### config.mk
export PLATFORM = sky130hd
export DESIGN_NAME = instr_fetch_queue_flat
export DESIGN_NICKNAME = d
export VERILOG_FILES = /design/src/rtl/fetch_pkg.sv /design/src/rtl/instr_fetch_queue_if.sv /design/src/rtl/ifq_fifo.sv /design/src/rtl/instr_fetch_queue.sv /design/src/flat_wrapper.sv
export SDC_FILE = /design/constraint.sdc
export NUM_CORES = 1
export LEC_CHECK = 0
export CAP_MARGIN = 40
export CORE_ASPECT_RATIO = 0.8
export CORE_MARGIN = 3
export CORE_UTILIZATION = 53
export CTS_BUF_LIST = sky130_fd_sc_hd__clkbuf_2
export DETAILED_ROUTE_END_ITERATION = 8
export PLACE_DENSITY = 0.79
export SETUP_SLACK_MARGIN = 0.5
export SYNTH_ARGS = -nofsm -noshare
export SYNTH_HDL_FRONTEND = slang
export SYNTH_SLANG_ARGS = --single-unit
### constraint.sdc
create_clock -name clk -period 19.7 [get_ports clk]
set_input_delay 4.925 -clock clk [delete_from_list [all_inputs] [get_ports clk]]
set_output_delay 4.925 -clock clk [all_outputs]
set_load 0.05 [all_outputs]
### src/rtl/fetch_pkg.sv
// rtl/fetch_pkg.sv - shared widths, queue entry type and PC helper for the fetch stage
package fetch_pkg;
  localparam int XLEN    = 64;
  localparam int INSTR_W = 32;
  localparam logic [INSTR_W-1:0] NOP_INSTR = 32'h0000_0013;
  localparam logic [XLEN-1:0]    PC_STEP   = 64'd4;

  typedef struct packed {
    logic [XLEN-1:0]    pc;
    logic [INSTR_W-1:0] instr;
  } ifq_entry_t;

  function automatic logic [XLEN-1:0] next_pc(input logic [XLEN-1:0] pc);
    return pc + PC_STEP;
  endfunction
endpackage

### src/rtl/instr_fetch_queue_if.sv
// rtl/instr_fetch_queue_if.sv - redirect, imem request/response and decode-side handshake bundle
interface instr_fetch_queue_if #(
  parameter int XLEN  = 64,
  parameter int DEPTH = 4
);
  localparam int CNT_W = $clog2(DEPTH) + 1;

  logic                          redirect_valid;
  logic [XLEN-1:0]               redirect_pc;
  logic                          imem_req_valid;
  logic                          imem_req_ready;
  logic [XLEN-1:0]               imem_req_addr;
  logic                          imem_rsp_valid;
  logic [fetch_pkg::INSTR_W-1:0] imem_rsp_data;
  logic                          ifq_valid;
  logic                          ifq_ready;
  logic [XLEN-1:0]               ifq_pc;
  logic [fetch_pkg::INSTR_W-1:0] ifq_instr;
  logic [CNT_W-1:0]              ifq_count;

  modport master (
    input  redirect_valid, redirect_pc,
    output imem_req_valid, imem_req_addr,
    input  imem_req_ready,
    input  imem_rsp_valid, imem_rsp_data,
    output ifq_valid, ifq_pc, ifq_instr, ifq_count,
    input  ifq_ready
  );

  modport slave (
    output redirect_valid, redirect_pc,
    input  imem_req_valid, imem_req_addr,
    output imem_req_ready,
    output imem_rsp_valid, imem_rsp_data,
    input  ifq_valid, ifq_pc, ifq_instr, ifq_count,
    output ifq_ready
  );
endinterface

### src/rtl/ifq_fifo.sv
// rtl/ifq_fifo.sv - in-order circular buffer of {pc, instr}; wrap-bit pointers give full/empty
module ifq_fifo
  import fetch_pkg::*;
#(
  parameter int DEPTH = 4,
  localparam int AW   = $clog2(DEPTH),
  localparam int PW   = AW + 1
) (
  input  logic       clk,
  input  logic       reset,
  input  logic       flush,
  input  logic       wr_en,
  input  ifq_entry_t wr_data,
  input  logic       rd_en,
  output ifq_entry_t rd_data,
  output logic [PW-1:0] count,
  output logic       empty
);
  ifq_entry_t    mem_q [DEPTH];
  ifq_entry_t    mem_d [DEPTH];
  logic [PW-1:0] head_q, head_d;
  logic [PW-1:0] tail_q, tail_d;

  assign count   = tail_q - head_q;
  assign empty   = (count == '0);
  assign rd_data = mem_q[head_q[AW-1:0]];

  always_comb begin
    mem_d  = mem_q;
    head_d = head_q;
    tail_d = tail_q;
    if (flush) begin
      head_d = '0;
      tail_d = '0;
    end else begin
      if (wr_en) begin
        mem_d[tail_q[AW-1:0]] = wr_data;
        tail_d = tail_q + PW'(1);
      end
      if (rd_en) begin
        head_d = head_q + PW'(1);
      end
    end
  end

  always_ff @(posedge clk or posedge reset) begin
    if (reset) begin
      mem_q  <= '{default: '0};
      head_q <= '0;
      tail_q <= '0;
    end else begin
      mem_q  <= mem_d;
      head_q <= head_d;
      tail_q <= tail_d;
    end
  end
endmodule

### src/rtl/instr_fetch_queue.sv
// rtl/instr_fetch_queue.sv - fetch PC, imem issue/response tracking and decode queue
// FETCH_BYPASS_EN: forward a live response straight to decode when the queue is empty.
module instr_fetch_queue #(
  parameter int              XLEN            = 64,
  parameter int              DEPTH           = 4,
  parameter int              MAX_OUTSTANDING = 2,
  parameter logic [XLEN-1:0] RESET_PC        = '0
) (
  input  logic               clk,
  input  logic               reset,
  instr_fetch_queue_if.master bus
);
  import fetch_pkg::*;

  localparam int CNT_W = $clog2(DEPTH) + 1;
  localparam int OUT_W = $clog2(MAX_OUTSTANDING + 1);
  localparam int SUM_W = CNT_W + OUT_W + 1;

  logic [XLEN-1:0]  fetch_pc_q, fetch_pc_d;
  logic [XLEN-1:0]  rsp_pc_q, rsp_pc_d;
  logic [OUT_W-1:0] outstanding_q, outstanding_d;
  logic [OUT_W-1:0] drop_cnt_q, drop_cnt_d;

  logic [OUT_W-1:0] live_outstanding;
  logic [SUM_W-1:0] occ_sum;
  logic             req_valid;
  logic             req_fire;
  logic             rsp_stale;
  logic             rsp_live;
  logic             fifo_wr;
  logic             fifo_rd;
  logic             fifo_empty;
  logic [CNT_W-1:0] fifo_count;
  ifq_entry_t       rsp_entry;
  ifq_entry_t       head_entry;

  // Stale requests will never land in the queue, so only live ones reserve a slot.
  assign live_outstanding = outstanding_q - drop_cnt_q;
  assign occ_sum   = SUM_W'(fifo_count) + SUM_W'(live_outstanding);
  assign req_valid = !reset && !bus.redirect_valid
                     && (outstanding_q < OUT_W'(MAX_OUTSTANDING))
                     && (occ_sum < SUM_W'(DEPTH));
  assign req_fire  = req_valid && bus.imem_req_ready;
  assign rsp_stale = (drop_cnt_q != '0);
  assign rsp_live  = !reset && bus.imem_rsp_valid && !rsp_stale && !bus.redirect_valid;
  assign rsp_entry = '{pc: rsp_pc_q, instr: bus.imem_rsp_data};
  assign fifo_rd   = !fifo_empty && bus.ifq_ready && !bus.redirect_valid;

  assign bus.imem_req_valid = req_valid;
  assign bus.imem_req_addr  = fetch_pc_q;
  assign bus.ifq_count      = fifo_count;

`ifdef FETCH_BYPASS_EN
  logic byp_take;
  assign byp_take      = fifo_empty && rsp_live;
  assign fifo_wr       = rsp_live && !(byp_take && bus.ifq_ready);
  assign bus.ifq_valid = !fifo_empty || byp_take;
  assign bus.ifq_pc    = byp_take ? rsp_entry.pc    : head_entry.pc;
  assign bus.ifq_instr = byp_take ? rsp_entry.instr : head_entry.instr;
`else
  assign fifo_wr       = rsp_live;
  assign bus.ifq_valid = !fifo_empty;
  assign bus.ifq_pc    = head_entry.pc;
  assign bus.ifq_instr = head_entry.instr;
`endif

  always_comb begin
    fetch_pc_d    = fetch_pc_q;
    rsp_pc_d      = rsp_pc_q;
    drop_cnt_d    = drop_cnt_q;
    outstanding_d = outstanding_q + OUT_W'(req_fire) - OUT_W'(bus.imem_rsp_valid);
    if (bus.redirect_valid) begin
      fetch_pc_d = bus.redirect_pc;
      rsp_pc_d   = bus.redirect_pc;
      drop_cnt_d = outstanding_q - OUT_W'(bus.imem_rsp_valid);
    end else begin
      if (req_fire) begin
        fetch_pc_d = next_pc(fetch_pc_q);
      end
      if (bus.imem_rsp_valid) begin
        if (rsp_stale) begin
          drop_cnt_d = drop_cnt_q - OUT_W'(1);
        end else begin
          rsp_pc_d = next_pc(rsp_pc_q);
        end
      end
    end
  end

  always_ff @(posedge clk or posedge reset) begin
    if (reset) begin
      fetch_pc_q    <= RESET_PC;
      rsp_pc_q      <= RESET_PC;
      outstanding_q <= '0;
      drop_cnt_q    <= '0;
    end else begin
      fetch_pc_q    <= fetch_pc_d;
      rsp_pc_q      <= rsp_pc_d;
      outstanding_q <= outstanding_d;
      drop_cnt_q    <= drop_cnt_d;
    end
  end

  ifq_fifo #(.DEPTH(DEPTH)) u_fifo (
    .clk     (clk),
    .reset   (reset),
    .flush   (bus.redirect_valid),
    .wr_en   (fifo_wr),
    .wr_data (rsp_entry),
    .rd_en   (fifo_rd),
    .rd_data (head_entry),
    .count   (fifo_count),
    .empty   (fifo_empty)
  );
endmodule
### src/flat_wrapper.sv
// flat-port wrapper written by rule: the top's interface ports become plain ports
module instr_fetch_queue_flat import fetch_pkg::*;
#(
  parameter int              XLEN            = 64,
  parameter int              DEPTH           = 4,
  parameter int              MAX_OUTSTANDING = 2,
  parameter logic [XLEN-1:0] RESET_PC        = '0
)
  (clk, reset, bus_redirect_valid, bus_redirect_pc, bus_imem_req_valid, bus_imem_req_addr, bus_imem_req_ready, bus_imem_rsp_valid, bus_imem_rsp_data, bus_ifq_valid, bus_ifq_pc, bus_ifq_instr, bus_ifq_count, bus_ifq_ready);
  instr_fetch_queue_if #(.XLEN(XLEN), .DEPTH(DEPTH)) bus_i ();
  input  logic clk;
  input  logic reset;
  input wire logic [$bits(bus_i.redirect_valid)-1:0] bus_redirect_valid;
  input wire logic [$bits(bus_i.redirect_pc)-1:0] bus_redirect_pc;
  output wire logic [$bits(bus_i.imem_req_valid)-1:0] bus_imem_req_valid;
  output wire logic [$bits(bus_i.imem_req_addr)-1:0] bus_imem_req_addr;
  input wire logic [$bits(bus_i.imem_req_ready)-1:0] bus_imem_req_ready;
  input wire logic [$bits(bus_i.imem_rsp_valid)-1:0] bus_imem_rsp_valid;
  input wire logic [$bits(bus_i.imem_rsp_data)-1:0] bus_imem_rsp_data;
  output wire logic [$bits(bus_i.ifq_valid)-1:0] bus_ifq_valid;
  output wire logic [$bits(bus_i.ifq_pc)-1:0] bus_ifq_pc;
  output wire logic [$bits(bus_i.ifq_instr)-1:0] bus_ifq_instr;
  output wire logic [$bits(bus_i.ifq_count)-1:0] bus_ifq_count;
  input wire logic [$bits(bus_i.ifq_ready)-1:0] bus_ifq_ready;
  assign bus_i.redirect_valid = bus_redirect_valid;
  assign bus_i.redirect_pc = bus_redirect_pc;
  assign bus_imem_req_valid = bus_i.imem_req_valid;
  assign bus_imem_req_addr = bus_i.imem_req_addr;
  assign bus_i.imem_req_ready = bus_imem_req_ready;
  assign bus_i.imem_rsp_valid = bus_imem_rsp_valid;
  assign bus_i.imem_rsp_data = bus_imem_rsp_data;
  assign bus_ifq_valid = bus_i.ifq_valid;
  assign bus_ifq_pc = bus_i.ifq_pc;
  assign bus_ifq_instr = bus_i.ifq_instr;
  assign bus_ifq_count = bus_i.ifq_count;
  assign bus_i.ifq_ready = bus_ifq_ready;
  instr_fetch_queue #(.XLEN(XLEN), .DEPTH(DEPTH), .MAX_OUTSTANDING(MAX_OUTSTANDING), .RESET_PC(RESET_PC)) u_core (.clk(clk), .reset(reset), .bus(bus_i));
endmodule
==> flow_metrics.tcl <==
set metrics [dict create \
    ioPinCount 267 \
    setup_ws_ps 7750 \
    status "complete, no violations" \
    synth_cell_types 59 \
    cp.arrival_ps 7020 \
    postCtsResizedCells 0 \
    total_power_mw 3.699 \
    synth_edf_count 0 \
    peakVddDrop_v 0.0001132 \
    layout-drive-gt1-share_pct 33.18 \
    worst_pin_slew_ps 1213 \
    synthesis.area_um2 24310 \
    syn_inst 1828 \
    viasPerCell 5.948 \
    h-tree-depth 4 \
    holdWs_ps 490.7 \
    p_sw_mw 1.521 \
    fin_util_pct 63.92 \
    antenna_found_initial 4 \
    nNetsFinal 2247 \
    period_needed_ps 11950 \
    area_growth_syn_to_layout_pct 18.02 \
    first_pass_iters 5 \
    place_area_um2 27610 \
    pre_cts_ws_ps 7746 \
    numPortBuffers 266 \
    dp.cells 2602 \
    overflow 0 \
    clock_latency_ps 1120 \
    ys.warnings.count 0 \
    final_cells 2807 \
    swShare_pct 41.12 \
    grt_max_degree 204 \
    rows 69 \
    die-area_um2 48490 \
    ys_seq_area_share_pct 53.73 \
    cts_made_buffers 130 \
    final_hold_viol_count 0 \
    via_count 16695 \
    cp-start-kind "input pin" \
    power_density_nw_per_um2 128.9 \
    setup_tns_ps 0 \
    avgSynthCellArea_um2 13.30 \
    critPathRequiredTime_ps 14780 \
    async_flop_share_pct 100.0 \
    hold_buffers 0 \
    clockBufferDepth 3 \
    cp-end-kind "output port" \
    wl_per_cell_um 22.58 \
    crit_fanout 5 \
    relSlewSlack_pct 19.13 \
    leakagePower_nw 12.99 \
    combinationalPowerShare_pct 42.9 \
    critical_path_class "input pin to output port" \
    final_area_um2 28690 \
    start_util_pct 54.16 \
    fin_crit_sh_pct 60.66 \
    post-cts-setup-buffers 0 \
    yosys_register_bits 522 \
    setup_violations 0 \
    die_x_um 245.5 \
    first_global_vias 17510 \
    synth.net_count 1944 \
    grt_pass1_wl_um 98990 \
    drc_errors 0 \
    fin_skew_ps 64.58 \
    p_int_mw 2.178 \
    clk_pin_slew_ps 90 \
    cts_root_buf "clkbuf_2" \
    maxCapViolCount 0 \
    drv_slew 0 \
    routabilityCongestion 0.8717 \
    synth_flop_cell "dfrtp_1" \
    hp-class "register to register" \
    drt_iter0_drc 1212 \
    cts_tree "done" \
    cts.sinks 522 \
    die_h_um 197.6 \
    fmax_ghz 0.08368 \
    core_area_um2 44890 \
    clock_power_share_pct 19.1 \
    dp_hpwl_um 41890 \
    seqPwrFrac_pct 38.0 \
    rsz0062_at_grt "no" \
    grt_usage_pct 26.55 \
    detail-route-antenna-nets 0 \
    wl_um 63380 \
]
## critical path, stage by stage
cell and delay [ps]:
clkdlybuf4s50_1 540, or4_4 570, nor3_1 150, clkdlybuf4s50_1 840
## registers in the layout, summed over array words and instances, names as in the netlist
| name | count |
|---|---|
| u_core.drop_cnt_q | 2 |
| u_core.u_fifo.tail_q | 3 |
| u_core.rsp_pc_q | 64 |
| u_core.outstanding_q | 2 |
| u_core.u_fifo.mem_q | 384 |
| u_core.bus.imem_req_addr | 64 |
| u_core.u_fifo.head_q | 3 |
## power groups by stage
stage / Sequential (mW) / Combinational (mW) / Clock, mW
after detailed placement: 1.43 / 1.60 / 0
final: 1.41 / 1.59 / 0.707
after floorplan: 1.41 / 1.09 / 0
after CTS: 1.40 / 1.60 / 0.727
after global routing: 1.43 / 1.67 / 0.781
after global placement: 1.41 / 1.57 / 0
## layout by cell type (no fill, tap or decap), types with 39 or more instances in the layout
master           synthesis  layout
dfrtp_1                522     520
mux2_2                 393     393
clkdlybuf4s50_1          0     265
clkbuf_2                 1     181
nand2_1                124     120
mux4_2                  96      96
o21ai_0                 77      77
nand3_1                 65      65
nor2_1                  57      57
xnor2_1                 48      48
xor2_1                  46      46
nand4_1                 39      39
## cell families after synthesis
kind of cell               after synthesis  synth area share [%]
xor gates and xnor gates                95                 3.479
AOI/OAI and AO/OA                      162                 4.076
muxes                                  492                 27.22
DFF                                    522                 53.73
buffers and inverters                  152                 2.414
adders and majority gates               14                0.7514
and+or+nand+nor                        391                 8.332
## synth_stat cells, types with 2 or more instances
master      n  area, um2
o211ai_1   17      127.6
dfrtp_1   522      13060
and3_1     22      137.6
nor4_1      6      37.54
or4b_1      2      20.02
mux4_2     96       2162
or3_1       8      50.05
nand2_1   124      465.5
nand4_1    39      244.0
nand3_1    65      325.3
nand2b_1    9      56.30
xor2_1     46      402.9
nor3b_1     3      22.52
inv_1      29      108.9
nor2_1     57      214.0
and2_1      2      12.51
a31oi_1     6      37.54
a211oi_1    3      22.52
and4_1     15      131.4
buf_2       6      30.03
o221ai_1    4      35.03
mux2i_1     3      30.03
or2_2       3      18.77
a21oi_1    22      110.1
clkbuf_1  101      379.1
mux2_2    393       4425
o31ai_1     2      15.01
nor4_2      3      37.54
buf_1      13      48.80
xnor2_1    48      420.4
o21ai_0    77      385.4
o311ai_0   10      87.58
ha_1       13      162.7
o31a_1      6      52.55
a21boi_0    9      67.56
a41oi_1     2      17.52
nor3_1     13      65.06
or4_1       8      60.06
## per-layer routing
metal  part of all wire [%]  global-route usage, %  up-vias
li1                       -                      -     7351
met1                     43                  35.62     8632
met2                     47                  41.25      589
met3                    8.2                  8.386      117
met4                    2.3                  9.377        6
met5                  0.054                      0        -
## area by class of cell
cell class / count / area (um2)
tap: 603 / 754.5
clock buffer: 181 / 905.9
antenna: 1 / 2.502
inverter: 30 / 116.4
sequential: 522 / 13070
fill: 3437 / 16200
clock inverter: 23 / 175.2
multi-input combinational: 1154 / 10700
timing repair buffer: 293 / 2970
## final timing paths
check                                               from                      endpoint  cells after the start  slack (ps)
worst max-delay path                               reset            bus_imem_req_valid                      4        7750
worst min-delay path            u_core.u_fifo.mem_q[224]      u_core.u_fifo.mem_q[224]                      2         490
worst max register to register   u_core.u_fifo.head_q[0]  u_core.bus.imem_req_addr[24]                     11       15040
worst min register to register  u_core.u_fifo.mem_q[224]      u_core.u_fifo.mem_q[224]                      2         490
min in group asynchronous                          reset           u_core.rsp_pc_q[11]                      2        4410
max in group asynchronous                          reset      u_core.u_fifo.mem_q[268]                      5       13420
No activity file was read; power rests on OpenSTA's default activity.
